File: config.mk
export PLATFORM = sky130hd
export DESIGN_NAME = adc_frame_aligner
export DESIGN_NICKNAME = d
export VERILOG_FILES = /design/src/rtl/adc_frame_aligner.sv
export SDC_FILE = /design/constraint.sdc
export NUM_CORES = 1
export LEC_CHECK = 0
export CAP_MARGIN = 20
export CORE_MARGIN = 2
export CORE_UTILIZATION = 50
export DETAILED_ROUTE_END_ITERATION = 8
export DONT_BUFFER_PORTS = 1
export PLACE_DENSITY = 0.68
export SYNTH_ARGS = -nofsm -noshare
export SYNTH_HDL_FRONTEND = slang
export SYNTH_SLANG_ARGS = --single-unit
File: constraint.sdc
create_clock -name CLKDIV -period 2.17 [get_ports CLKDIV]
set_input_delay 0.5425 -clock CLKDIV [delete_from_list [all_inputs] [get_ports CLKDIV]]
set_output_delay 0.5425 -clock CLKDIV [all_outputs]
set_load 0.02 [all_outputs]
File: src/rtl/adc_frame_aligner.sv
// Frame alignment and sample assembly for two-lane-per-channel serial ADC links.
// Optional per-channel ramp-error counters are enabled with ADC_RAMP_CHECK_EN.
module adc_frame_aligner #(
  parameter int         NCH           = 4,
  parameter int         RES           = 14,
  parameter logic [7:0] FRAME_PATTERN = 8'hF0,
  parameter int         LOCK_CNT      = 16,
  parameter int         LOSS_CNT      = 4,
  parameter int         SETTLE        = 3
) (
  input  logic                  CLKDIV,
  input  logic                  cpu_resetn,
  input  logic                  CE,
  input  logic [7:0]            frame_i,
  input  logic [8*NCH-1:0]      lane_d0_i,
  input  logic [8*NCH-1:0]      lane_d1_i,
  output logic                  bitslip_o,
  output logic                  aligned_o,
  output logic                  lost_o,
  output logic                  align_err_o,
  output logic [2:0]            slip_cnt_o,
  output logic [RES*NCH-1:0]    samples_o,
  output logic                  sample_valid_o,
  output logic [16*NCH-1:0]     ramp_err_o
);

  // state  | meaning
  // IDLE   | disabled, counters and align_err cleared
  // CHECK  | counting consecutive frame matches
  // SLIP   | one-cycle bitslip strobe
  // WAIT   | settle timer after a slip
  // LOCKED | aligned, counting consecutive misses
  typedef enum logic [2:0] {ST_IDLE, ST_CHECK, ST_SLIP, ST_WAIT, ST_LOCKED} state_t;

  localparam logic [7:0] LOCK_LAST   = 8'(LOCK_CNT - 1);
  localparam logic [7:0] LOSS_LAST   = 8'(LOSS_CNT - 1);
  localparam logic [3:0] SETTLE_LOAD = 4'(SETTLE - 1);

  state_t      state_q, state_d;
  logic [7:0]  match_cnt_q, match_cnt_d;
  logic [7:0]  miss_cnt_q, miss_cnt_d;
  logic [3:0]  settle_q, settle_d;
  logic [2:0]  slip_cnt_q, slip_cnt_d;
  logic        align_err_q, align_err_d;
  logic        lost_q, lost_d;
  logic        frame_match;

  assign frame_match = (frame_i == FRAME_PATTERN);

  always_comb begin
    state_d     = state_q;
    match_cnt_d = match_cnt_q;
    miss_cnt_d  = miss_cnt_q;
    settle_d    = settle_q;
    slip_cnt_d  = slip_cnt_q;
    align_err_d = align_err_q;
    lost_d      = 1'b0;
    if (!CE) begin
      state_d     = ST_IDLE;
      match_cnt_d = '0;
      miss_cnt_d  = '0;
      settle_d    = '0;
      slip_cnt_d  = '0;
      align_err_d = 1'b0;
    end else begin
      case (state_q)
        ST_IDLE: begin
          state_d     = ST_CHECK;
          match_cnt_d = '0;
          miss_cnt_d  = '0;
          slip_cnt_d  = '0;
          align_err_d = 1'b0;
        end
        ST_CHECK: begin
          if (frame_match) begin
            if (match_cnt_q == LOCK_LAST) begin
              state_d     = ST_LOCKED;
              match_cnt_d = '0;
              miss_cnt_d  = '0;
            end else begin
              match_cnt_d = match_cnt_q + 8'd1;
            end
          end else begin
            match_cnt_d = '0;
            state_d     = ST_SLIP;
          end
        end
        ST_SLIP: begin
          slip_cnt_d = slip_cnt_q + 3'd1;
          settle_d   = SETTLE_LOAD;
          state_d    = ST_WAIT;
        end
        ST_WAIT: begin
          // WAIT always follows a slip, so a zero count here means it just wrapped
          if (slip_cnt_q == 3'd0) begin
            align_err_d = 1'b1;
            state_d     = ST_CHECK;
          end else if (settle_q == 4'd0) begin
            state_d = ST_CHECK;
          end else begin
            settle_d = settle_q - 4'd1;
          end
        end
        ST_LOCKED: begin
          if (frame_match) begin
            miss_cnt_d = '0;
          end else if (miss_cnt_q == LOSS_LAST) begin
            lost_d      = 1'b1;
            miss_cnt_d  = '0;
            match_cnt_d = '0;
            state_d     = ST_CHECK;
          end else begin
            miss_cnt_d = miss_cnt_q + 8'd1;
          end
        end
        default: state_d = ST_IDLE;
      endcase
    end
  end

  logic [8*NCH-1:0]   d0_q, d1_q;
  logic [16*NCH-1:0]  word;
  logic [RES*NCH-1:0] samples_d, samples_q;
  logic               vld1_q, vld_q;
  logic               unused_word;

  always_comb begin
    word      = '0;
    samples_d = '0;
    for (int c = 0; c < NCH; c++) begin
      for (int i = 0; i < 8; i++) begin
        word[16*c + 15 - 2*i] = d1_q[8*c + i];
        word[16*c + 14 - 2*i] = d0_q[8*c + i];
      end
      samples_d[RES*c +: RES] = word[16*c + 16 - RES +: RES];
    end
  end

  assign unused_word = ^word;

  always_ff @(posedge CLKDIV or negedge cpu_resetn) begin
    if (!cpu_resetn) begin
      state_q     <= ST_IDLE;
      match_cnt_q <= '0;
      miss_cnt_q  <= '0;
      settle_q    <= '0;
      slip_cnt_q  <= '0;
      align_err_q <= 1'b0;
      lost_q      <= 1'b0;
      d0_q        <= '0;
      d1_q        <= '0;
      samples_q   <= '0;
      vld1_q      <= 1'b0;
      vld_q       <= 1'b0;
    end else begin
      state_q     <= state_d;
      match_cnt_q <= match_cnt_d;
      miss_cnt_q  <= miss_cnt_d;
      settle_q    <= settle_d;
      slip_cnt_q  <= slip_cnt_d;
      align_err_q <= align_err_d;
      lost_q      <= lost_d;
      d0_q        <= lane_d0_i;
      d1_q        <= lane_d1_i;
      samples_q   <= samples_d;
      vld1_q      <= (state_q == ST_LOCKED);
      vld_q       <= vld1_q;
    end
  end

  assign bitslip_o      = (state_q == ST_SLIP);
  assign aligned_o      = (state_q == ST_LOCKED);
  assign lost_o         = lost_q;
  assign align_err_o    = align_err_q;
  assign slip_cnt_o     = slip_cnt_q;
  assign samples_o      = samples_q;
  assign sample_valid_o = vld_q;

`ifdef ADC_RAMP_CHECK_EN
  logic [RES*NCH-1:0] prev_q;
  logic               prev_vld_q;
  logic [16*NCH-1:0]  rerr_q, rerr_d;

  always_comb begin
    logic [RES-1:0] nxt;
    rerr_d = rerr_q;
    nxt    = '0;
    if (!CE) begin
      rerr_d = '0;
    end else if (vld_q && prev_vld_q) begin
      for (int c = 0; c < NCH; c++) begin
        nxt = prev_q[RES*c +: RES] + 1'b1;
        if ((samples_q[RES*c +: RES] != nxt) && (rerr_q[16*c +: 16] != 16'hFFFF))
          rerr_d[16*c +: 16] = rerr_q[16*c +: 16] + 16'd1;
      end
    end
  end

  always_ff @(posedge CLKDIV or negedge cpu_resetn) begin
    if (!cpu_resetn) begin
      prev_q     <= '0;
      prev_vld_q <= 1'b0;
      rerr_q     <= '0;
    end else begin
      prev_q     <= samples_q;
      prev_vld_q <= vld_q;
      rerr_q     <= rerr_d;
    end
  end

  assign ramp_err_o = rerr_q;
`else
  assign ramp_err_o = '0;
`endif

endmodule
==> flow_metrics.py, run 1 <==
metrics = {
    "sta": {
        "slew_violations": 0,
        "finalHoldViolations": 142,
        "finalCritPeriodShare": 0.951,
        "max_clock_freq_mhz": 485,
        "clock_skew_ns": 0.00536,
        "period_minus_slack_ns": 2.06,
        "timing.hold.ws_ns": -0.269,
        "setup_viol": 0,
        "rsz0062_at_grt": "no",
    },
    "worst_hold_path": {
        "hold_class": "in -> async",
    },
    "layout": {
        "final_util": 0.578,
        "layout-drive-gt1-share": 0.170,
        "area_growth_syn_to_layout_pct": 12.4,
        "finish.net_count": 470,
        "final_common_cell": "dfrtp_1",
        "layout_common_cells": "142 x dfrtp_1, 64 x conb_1, 18 x buf_4, 16 x o21ai_0, 16 x clkbuf_16",
        "n_fill_cell": 819,
    },
    "pwr": {
        "p_int_mw": 4.47,
        "swShare": 0.231,
        "peakVddDrop_v": 0.000484,
        "powerDensity_nw_per_um2": 1030,
        "pwr-share-comb": 0.030,
        "p_seq_frac": 0.497,
        "switchingPower_mw": 1.34,
        "clkPwrFrac": 0.473,
        "p_leak_nw": 2.65,
    },
    "routing": {
        "wl_met3_um": 643,
        "viasPerCell": 4.73,
        "wl_met1_um": 3580,
        "routed.top_layer": "met4",
        "drtAntennaViolNets": 0,
        "routedWlPerCell_um": 15.6,
        "drc_errors": 0,
        "first_pass_iters": 4,
        "drt_iter0_markers": 130,
        "num_vias": 2525,
        "met2_length_um": 3980,
        "wirelength_um": 8320,
    },
    "outcome": {
        "outcome": "finished with violations",
        "failed_checks": "hold timing",
    },
    "synth": {
        "synth.ff_latch_count": 142,
        "synth-edff-count": 0,
        "synth_flop_cell": "dfrtp_1",
        "postSynthCellCount": 358,
        "synth-compound-area-share": 0.0668,
        "ys_warn_count": 0,
        "async_flop_share": 1.00,
        "synthMuxAreaShare": 0.00826,
        "synth.distinct_cells": 53,
        "synth_xor_area_frac": 0.00526,
        "ys_seq_area_frac": 0.711,
        "synth-simple-area-share": 0.0823,
        "synth_top_family_by_area": "buffers and inverters",
        "syn_area_um2": 5000,
        "avgSynthCellArea_um2": 14.0,
        "synth-adder-area-share": 0.0175,
    },
    "die": {
        "fp.coreArea_um2": 9730,
        "die_y_um": 104,
        "initial_utilization": 0.514,
        "die_w_um": 104,
        "io_pins": 203,
        "row_count": 36,
        "die_area_um2": 10800,
    },
    "global_route": {
        "grt_antenna_before_repair": 1,
        "grt_pass1_wl_um": 13100,
        "overflow": 0,
        "track_usage": 0.160,
        "grt_max_degree": 143,
        "first_global_vias": 2468,
    },
    "worst_setup_path": {
        "path_max_fanout": 10,
        "crit_type": "reg -> out",
        "cp.arrival_ns": 1.52,
        "crit_path_start_kind": "flip-flop",
        "cp-end-kind": "output port",
        "crit_required_ns": 1.63,
    },
    "clock_tree": {
        "clock-sinks": 142,
        "cts_root_buf": "clkbuf_8",
        "htree_levels": 4,
        "clk_latency_ns": 0.50,
        "numCtsBuffers": 17,
        "cts.path.max_buffers": 2,
        "clk_pin_slew_ns": 0.06,
        "tritoncts": "yes",
        "cts_setup_buffers": 0,
    },
    "placement": {
        "dpl.hpwl_um": 5560,
        "io_buffers": 0,
        "place.gp.congestion": 0.702,
    },
    "run": {
        "max_cap_violations": 0,
    },
}
[stage by stage]
step           cells  TNS [ns]  total power, mW  cell area [µm²]  setup slack [ns]
2_1_floorplan    421         0             3.16             5240             0.101
3_3_place_gp     502         0             3.09             5030            0.0509
3_5_place_dp     502   -0.0277             3.10             5030           -0.0277
4_1_cts          533         0             5.88             5610            0.0190
5_1_grt          533         0             6.04             5620            0.0328
6_report         534         0             5.80             5620             0.107
[state kept, by name, indices dropped and copies added (netlist names)]
signal,cells
align_err_o,1
state_q,3
vld1_q,1
lost_o,1
d0_q,28
settle_q,4
match_cnt_q,8
samples_o,56
d1_q,28
slip_cnt_o,3
sample_valid_o,1
miss_cnt_q,8
[cells by family after synthesis]
kind of cell,count (synthesis)
other,1
xor gates and xnor gates,3
adders and majority gates,7
AOI/OAI and AO/OA,48
buffers and inverters,78
DFF,142
muxes,4
and+or+nand+nor,75
[synthesized netlist by cell type (2+ instances only)]
master,n,area (µm²)
a211o_2,2,20.0
nor3_1,2,10.0
o31ai_1,2,15.0
a22o_2,2,20.0
clkbuf_1,4,15.0
nor2_1,14,52.6
or2_2,2,12.5
xnor2_1,2,17.5
nor2b_1,3,18.8
mux2i_1,3,30.0
and3_1,6,37.5
buf_4,64,480
dfrtp_1,142,3550
o21bai_1,2,15.0
and2_1,2,12.5
nand2_1,14,52.6
or4_1,3,22.5
o21ai_0,16,80.1
nor3b_1,4,30.0
a21oi_1,6,30.0
or3_1,2,12.5
a21boi_0,4,30.0
and3_2,2,15.0
nand3_1,12,60.1
ha_1,7,87.6
inv_1,8,30.0
nand2b_1,2,12.5
[metal layers]
layer | GRT usage | up-vias
li1 | - | 1130
met2 | 0.248 | 133
met5 | 0 | -
met4 | 0.0637 | 0
met3 | 0.0695 | 12
met1 | 0.199 | 1250
[layout make-up]
cell class,count,area [µm²],share of cell area
inverter,8,30.0,0.00534
sequential,142,3550,0.632
tap,133,166,0.0296
timing repair buffer,18,135,0.0240
clock inverter,12,139,0.0247
multi-input combinational,201,1160,0.207
clock buffer,19,432,0.0768
antenna,1,2.50,0.000445
[power groups by stage]
stage | Clock, mW | Sequential [mW] | Combinational (mW)
after detailed placement | 0 | 2.93 | 0.169
after global placement | 0 | 2.93 | 0.166
after global routing | 2.95 | 2.90 | 0.189
after floorplan | 0 | 2.91 | 0.245
final | 2.74 | 2.89 | 0.174
after CTS | 2.82 | 2.89 | 0.171
[path summary, 6_finish.rpt]
path	start	end	slack (ns)	cells past startpoint
worst min-delay path	cpu_resetn	d1_q[3]$_DFF_PN0_	-0.27	0
worst max-delay path	state_q[2]$_DFFE_PN0P_	bitslip_o	0.11	3
min in group CLKDIV	lane_d0_i[1]	d0_q[1]$_DFF_PN0_	0.06	0
worst max register to register	miss_cnt_q[5]$_DFFE_PN0P_	match_cnt_q[5]$_DFFE_PN0P_	0.13	5
max in group asynchronous	cpu_resetn	samples_o[48]$_DFF_PN0_	2.30	0
worst min register to register	d0_q[25]$_DFF_PN0_	samples_o[52]$_DFF_PN0_	0.34	0
[critical path: stages, from the launching register on]
cell and delay (ns):
dfrtp_1 0.39, buf_4 0.17, nand2b_2 0.26, nor2_4 0.19
[timing repair]
| action | in CTS | in global routing |
|---|---|---|
| endpoints found under the setup margin | 1 | 4 |
| endpoints found under the hold margin | 142 | 142 |
| resized for setup | 2 | 2 |
Note: power is estimated with default switching activity, not from simulation.
==> inputs of run 2 (changes only) <==
==> constraint.sdc (replaced) <==
create_clock -name CLKDIV -period 2.17 [get_ports CLKDIV]
set_input_delay 0.434 -clock CLKDIV [delete_from_list [all_inputs] [get_ports CLKDIV]]
set_output_delay 0.434 -clock CLKDIV [all_outputs]
set_load 0.02 [all_outputs]
==> flow_metrics.py, run 2 (synthesis gave the netlist of run 1 again) <==
metrics = {
    "clock_tree": {
        "cts.path.max_buffers": 2,
        "clk_pin_slew_ns": 0.06,
        "clock-sinks": 142,
        "hold_buffers": 56,
        "clk_latency_ns": 0.49,
        "tritoncts": "yes",
        "cts_root_buf": "clkbuf_8",
        "htree_levels": 4,
        "numCtsBuffers": 17,
        "cts_setup_buffers": 0,
    },
    "routing": {
        "drc_errors": 0,
        "wl_met1_um": 3680,
        "wirelength_um": 8300,
        "num_vias": 2677,
        "routed.top_layer": "met4",
        "viasPerCell": 4.61,
        "routedWlPerCell_um": 14.3,
        "wl_met3_um": 500,
        "first_pass_iters": 4,
        "drt_iter0_markers": 97,
        "drtAntennaViolNets": 0,
        "met2_length_um": 4030,
    },
    "placement": {
        "io_buffers": 0,
        "place.gp.congestion": 0.735,
        "preCtsSetupSlack_ns": 0.0318,
        "dpl.hpwl_um": 5370,
    },
    "run": {
        "max_cap_violations": 0,
    },
    "worst_setup_path": {
        "worst_r2r_path_depth": 5,
        "crit_type": "reg -> reg",
        "cp-end-kind": "flip-flop",
        "crit_cells": 5,
        "crit_path_start_kind": "flip-flop",
        "crit_required_ns": 2.55,
        "critPathMaxStageDelay_ns": 0.50,
        "worstReg2RegEnd": "match_cnt_q[5]$_DFFE_PN0P_",
        "crit_chain": "or4_1 > or3_4 > o21ai_4 > nand2_4 > a221o_1",
        "cp_slowest_cell": "or4_1",
        "path_max_fanout": 7,
        "timing.rr.start": "miss_cnt_q[4]$_DFFE_PN0P_",
        "ff2ff_setup_slack_ns": 0.13,
        "crit_family": "simple AND/OR/NAND/NOR gates",
        "cp.arrival_ns": 2.42,
        "cp_num_buf_inv": 0,
    },
    "layout": {
        "largest_reg_flops": 56,
        "layout_common_cells": "142 x dfrtp_1, 64 x conb_1, 56 x dlygate4sd3_1, 16 x o21ai_0, 16 x clkbuf_16",
        "area_growth_syn_to_layout_pct": 22.3,
        "finish.net_count": 519,
        "final_common_cell": "dfrtp_1",
        "layout-drive-gt1-share": 0.127,
        "final_util": 0.629,
        "diodes": 0,
    },
    "sta": {
        "fin_ws_ns": 0.127,
        "finalCritPeriodShare": 0.942,
        "slew_violations": 0,
        "max_clock_freq_mhz": 489,
        "clock_skew_ns": 0.00748,
        "rsz0062_at_grt": "no",
        "finalHoldViolations": 142,
        "setup_viol": 0,
        "period_minus_slack_ns": 2.04,
        "timing.hold.ws_ns": -0.360,
        "finalSetupTns_ns": 0,
    },
    "global_route": {
        "grt_max_degree": 143,
        "first_global_vias": 2658,
        "overflow": 0,
        "grt_antenna_before_repair": 0,
        "track_usage": 0.160,
        "grt_pass1_wl_um": 13400,
    },
    "die": {
        "io_pins": 203,
        "die_w_um": 104,
        "row_count": 36,
        "die_area_um2": 10800,
        "initial_utilization": 0.514,
        "die_y_um": 104,
        "fp.coreArea_um2": 9730,
    },
    "outcome": {
        "failed_checks": "hold timing",
        "outcome": "finished with violations",
    },
    "pwr": {
        "p_leak_nw": 2.85,
        "peakVddDrop_v": 0.000493,
        "powerDensity_nw_per_um2": 963,
        "power_mw": 5.89,
    },
    "worst_hold_path": {
        "hold_class": "in -> async",
    },
}
-- run 2: cell count changes in the layout (fill, tap and decap cells not counted), moves of 2 or more --
| cell | before | now |
|---|---|---|
| dlygate4sd3_1 | 0 | 56 |
| clkinv_4 | 3 | 1 |
| buf_4 | 18 | 11 |
| clkbuf_1 | 1 | 3 |
-- run 2: worst reg2reg max path, cell delays in order (launching register included) --
cell and delay, ns:
dfrtp_1 0.40, or4_1 0.50, or3_4 0.37, o21ai_4 0.20
nand2_4 0.10, a221o_1 0.35
-- run 2: power by group --
group	internal, mW	switching [mW]
Combinational	0.0978	0.156
Sequential	2.76	0.125
Clock	1.74	1.01
Total	4.60	1.29
-- run 2: area by class of cell --
class	count	area, µm²
Fill cell	783	3610
Sequential cell	142	3550
Multi-Input combinational cell	201	1160
Timing Repair Buffer	67	643
Clock buffer	20	425
Tap cell	133	166
Clock inverter	10	140
Inverter	8	30.0
-- run 2: worst max path at each step --
stage / from / slack [ns] / to
final: miss_cnt_q[4]$_DFFE_PN0P_ / 0.13 / match_cnt_q[5]$_DFFE_PN0P_
after global routing: state_q[2]$_DFFE_PN0P_ / 0.05 / bitslip_o
after CTS: state_q[2]$_DFFE_PN0P_ / 0.07 / bitslip_o
after detailed placement: frame_i[1] / 0.03 / miss_cnt_q[5]$_DFFE_PN0P_
after global placement: frame_i[1] / 0.07 / miss_cnt_q[5]$_DFFE_PN0P_
after floorplan: miss_cnt_q[5]$_DFFE_PN0P_ / 0.13 / match_cnt_q[5]$_DFFE_PN0P_
-- run 2: metal layers --
layer  global-route usage  up-vias
li1                     -     1221
met1                0.207     1329
met2                0.256      120
met3               0.0514        7
met4               0.0579        0
met5                    0        -
-- run 2: per-stage QoR --
stage	hold slack (ns)	instances	instance area (µm²)
final	-0.360	581	6120
after global routing	-0.395	581	6120
after global placement	0.141	495	4980
after floorplan	0.138	421	5240
after detailed placement	0.141	495	4980
after CTS	-0.391	581	6110
-- run 2: timing repair --
item / 4_1_cts / 5_1_grt
endpoints found under the setup margin: 1 / 2
endpoints found under the hold margin: 198 / 142
resized for setup: 1 / 2
pin swaps: 0 / 0
==> inputs of run 3 (changes only) <==
PLACE_DENSITY = not set   (was 0.68)
clock period = 1.9 ns   (was 2.17 ns; I/O delays follow)
==> flow_metrics.py, run 3 (synthesis gave the netlist of run 1 again) <==
metrics = {
    "sta": {
        "finalHoldViolations": 142,
        "finalCritPeriodShare": 1.06,
        "timing.hold.ws_ns": -0.432,
        "slew_violations": 0,
        "max_clock_freq_mhz": 494,
        "clock_skew_ns": 0.00663,
        "setup_viol": 8,
        "rsz0062_at_grt": "yes",
        "fin_ws_ns": -0.122,
        "period_minus_slack_ns": 2.02,
    },
    "worst_hold_path": {
        "hold_class": "in -> async",
    },
    "routing": {
        "routedWlPerCell_um": 15.1,
        "first_pass_iters": 4,
        "drtAntennaViolNets": 0,
        "viasPerCell": 4.55,
        "drc_errors": 0,
        "num_vias": 2737,
        "drt_iter0_markers": 167,
        "wirelength_um": 9070,
    },
    "global_route": {
        "first_global_vias": 2791,
        "overflow": 0,
        "grt_max_degree": 143,
        "grt_pass1_wl_um": 14900,
        "track_usage": 0.181,
        "grt_antenna_before_repair": 0,
    },
    "layout": {
        "regArea_um2": 3550,
        "diodes": 0,
        "layout-drive-gt1-share": 0.175,
        "layout_common_cells": "141 x dfrtp_1, 64 x conb_1, 58 x dlygate4sd3_1, 28 x buf_4",
        "final_common_cell": "dfrtp_1",
        "area_growth_syn_to_layout_pct": 27.9,
        "largest_reg_flops": 56,
        "finish.net_count": 538,
        "stdcell_area_um2": 6390,
        "multiInputGateArea_um2": 1180,
        "n_fill_cell": 747,
    },
    "die": {
        "row_count": 36,
        "io_pins": 203,
        "die_y_um": 104,
        "die_area_um2": 10800,
        "die_w_um": 104,
        "fp.coreArea_um2": 9730,
        "initial_utilization": 0.514,
    },
    "pwr": {
        "power_mw": 7.28,
        "p_seq_frac": 0.453,
        "swShare": 0.214,
        "p_int_mw": 5.72,
        "p_leak_nw": 3.01,
        "powerDensity_nw_per_um2": 1140,
        "peakVddDrop_v": 0.00121,
        "pwr-share-comb": 0.044,
        "switchingPower_mw": 1.56,
        "clkPwrFrac": 0.504,
    },
    "worst_setup_path": {
        "cp.arrival_ns": 2.41,
        "critPathLaunch": "miss_cnt_q[5]$_DFFE_PN0P_",
        "crit_required_ns": 2.29,
        "cp-end-kind": "flip-flop",
        "path_max_fanout": 7,
        "crit_type": "reg -> reg",
        "timing.rr.start": "miss_cnt_q[5]$_DFFE_PN0P_",
        "crit_path_start_kind": "flip-flop",
    },
    "placement": {
        "place.gp.congestion": 0.771,
        "dpl_cell_area_um2": 5090,
        "preCtsSetupSlack_ns": -0.153,
        "io_buffers": 0,
        "dpl.hpwl_um": 5400,
    },
    "clock_tree": {
        "tritoncts": "yes",
        "cts_root_buf": "clkbuf_8",
        "numCtsBuffers": 17,
        "cts.path.max_buffers": 2,
        "clk_latency_ns": 0.51,
        "hold_buffers": 58,
        "clock-sinks": 142,
        "htree_levels": 4,
        "clk_pin_slew_ns": 0.06,
    },
    "run": {
        "max_cap_violations": 0,
    },
    "outcome": {
        "outcome": "finished with violations",
        "failed_checks": "hold timing, setup timing",
    },
}
[run 3: worst max-delay path: stages, from the launching register on]
cell and delay [ns]:
dfrtp_1 0.37, or4_1 0.53, or3_4 0.38, o21ai_4 0.17
nand2_4 0.10, a221o_1 0.35
[run 3: power by group through the flow]
stage	logic, mW	registers, mW	clock network (mW)
after floorplan	0.280	3.33	0
after global placement	0.199	3.34	0
after detailed placement	0.201	3.35	0
after CTS	0.309	3.30	3.78
after global routing	0.344	3.31	3.91
final	0.317	3.30	3.67
[run 3: final cells by class]
cell class | count | share of cell area
clock buffer | 19 | 0.0675
clock inverter | 13 | 0.0366
inverter | 8 | 0.00470
multi-input combinational | 201 | 0.185
sequential | 142 | 0.556
tap | 133 | 0.0260
timing repair buffer | 86 | 0.124
[run 3: path summary, 6_finish.rpt]
kind                                              end  slack, ns  cells after the start
setup / recovery           match_cnt_q[5]$_DFFE_PN0P_      -0.12                      5
hold reg to reg                samples_o[6]$_DFF_PN0_       0.35                      0
hold / removal                samples_o[54]$_DFF_PN0_      -0.43                      0
min in group CLKDIV                  lost_o$_DFF_PN0_       0.05                      2
setup reg to reg           match_cnt_q[5]$_DFFE_PN0P_      -0.12                      5
max in group asynchronous      state_q[2]$_DFFE_PN0P_       2.17                      0
[run 3: stage by stage]
step	cells	setup TNS, ns	hold WS [ns]	utilization
2_1_floorplan	421	-0.524	0.0844	-
3_3_place_gp	510	-1.09	0.0870	0.523
3_5_place_dp	510	-1.17	0.0871	0.523
4_1_cts	600	-0.545	-0.474	0.654
5_1_grt	602	-1.46	-0.477	0.657
6_report	602	-0.576	-0.432	0.657
[run 3: metal layers]
| layer | vias to the layer above | GRT usage | wire length (µm) |
|---|---|---|---|
| met5 | - | 0 | 0 |
| met1 | 1351 | 0.224 | 3740 |
| met3 | 5 | 0.0708 | 598 |
| met4 | 0 | 0.0550 | 58 |
| li1 | 1267 | - | - |
| met2 | 114 | 0.296 | 4670 |
[run 3: timing repair]
| item | in CTS | in global routing |
|---|---|---|
| hold endpoints to repair | 207 | 142 |
| endpoints found under the setup margin | 12 | 15 |
| setup buffers | 0 | 2 |
| pin swaps | 1 | 1 |
| resized for setup | 8 | 2 |
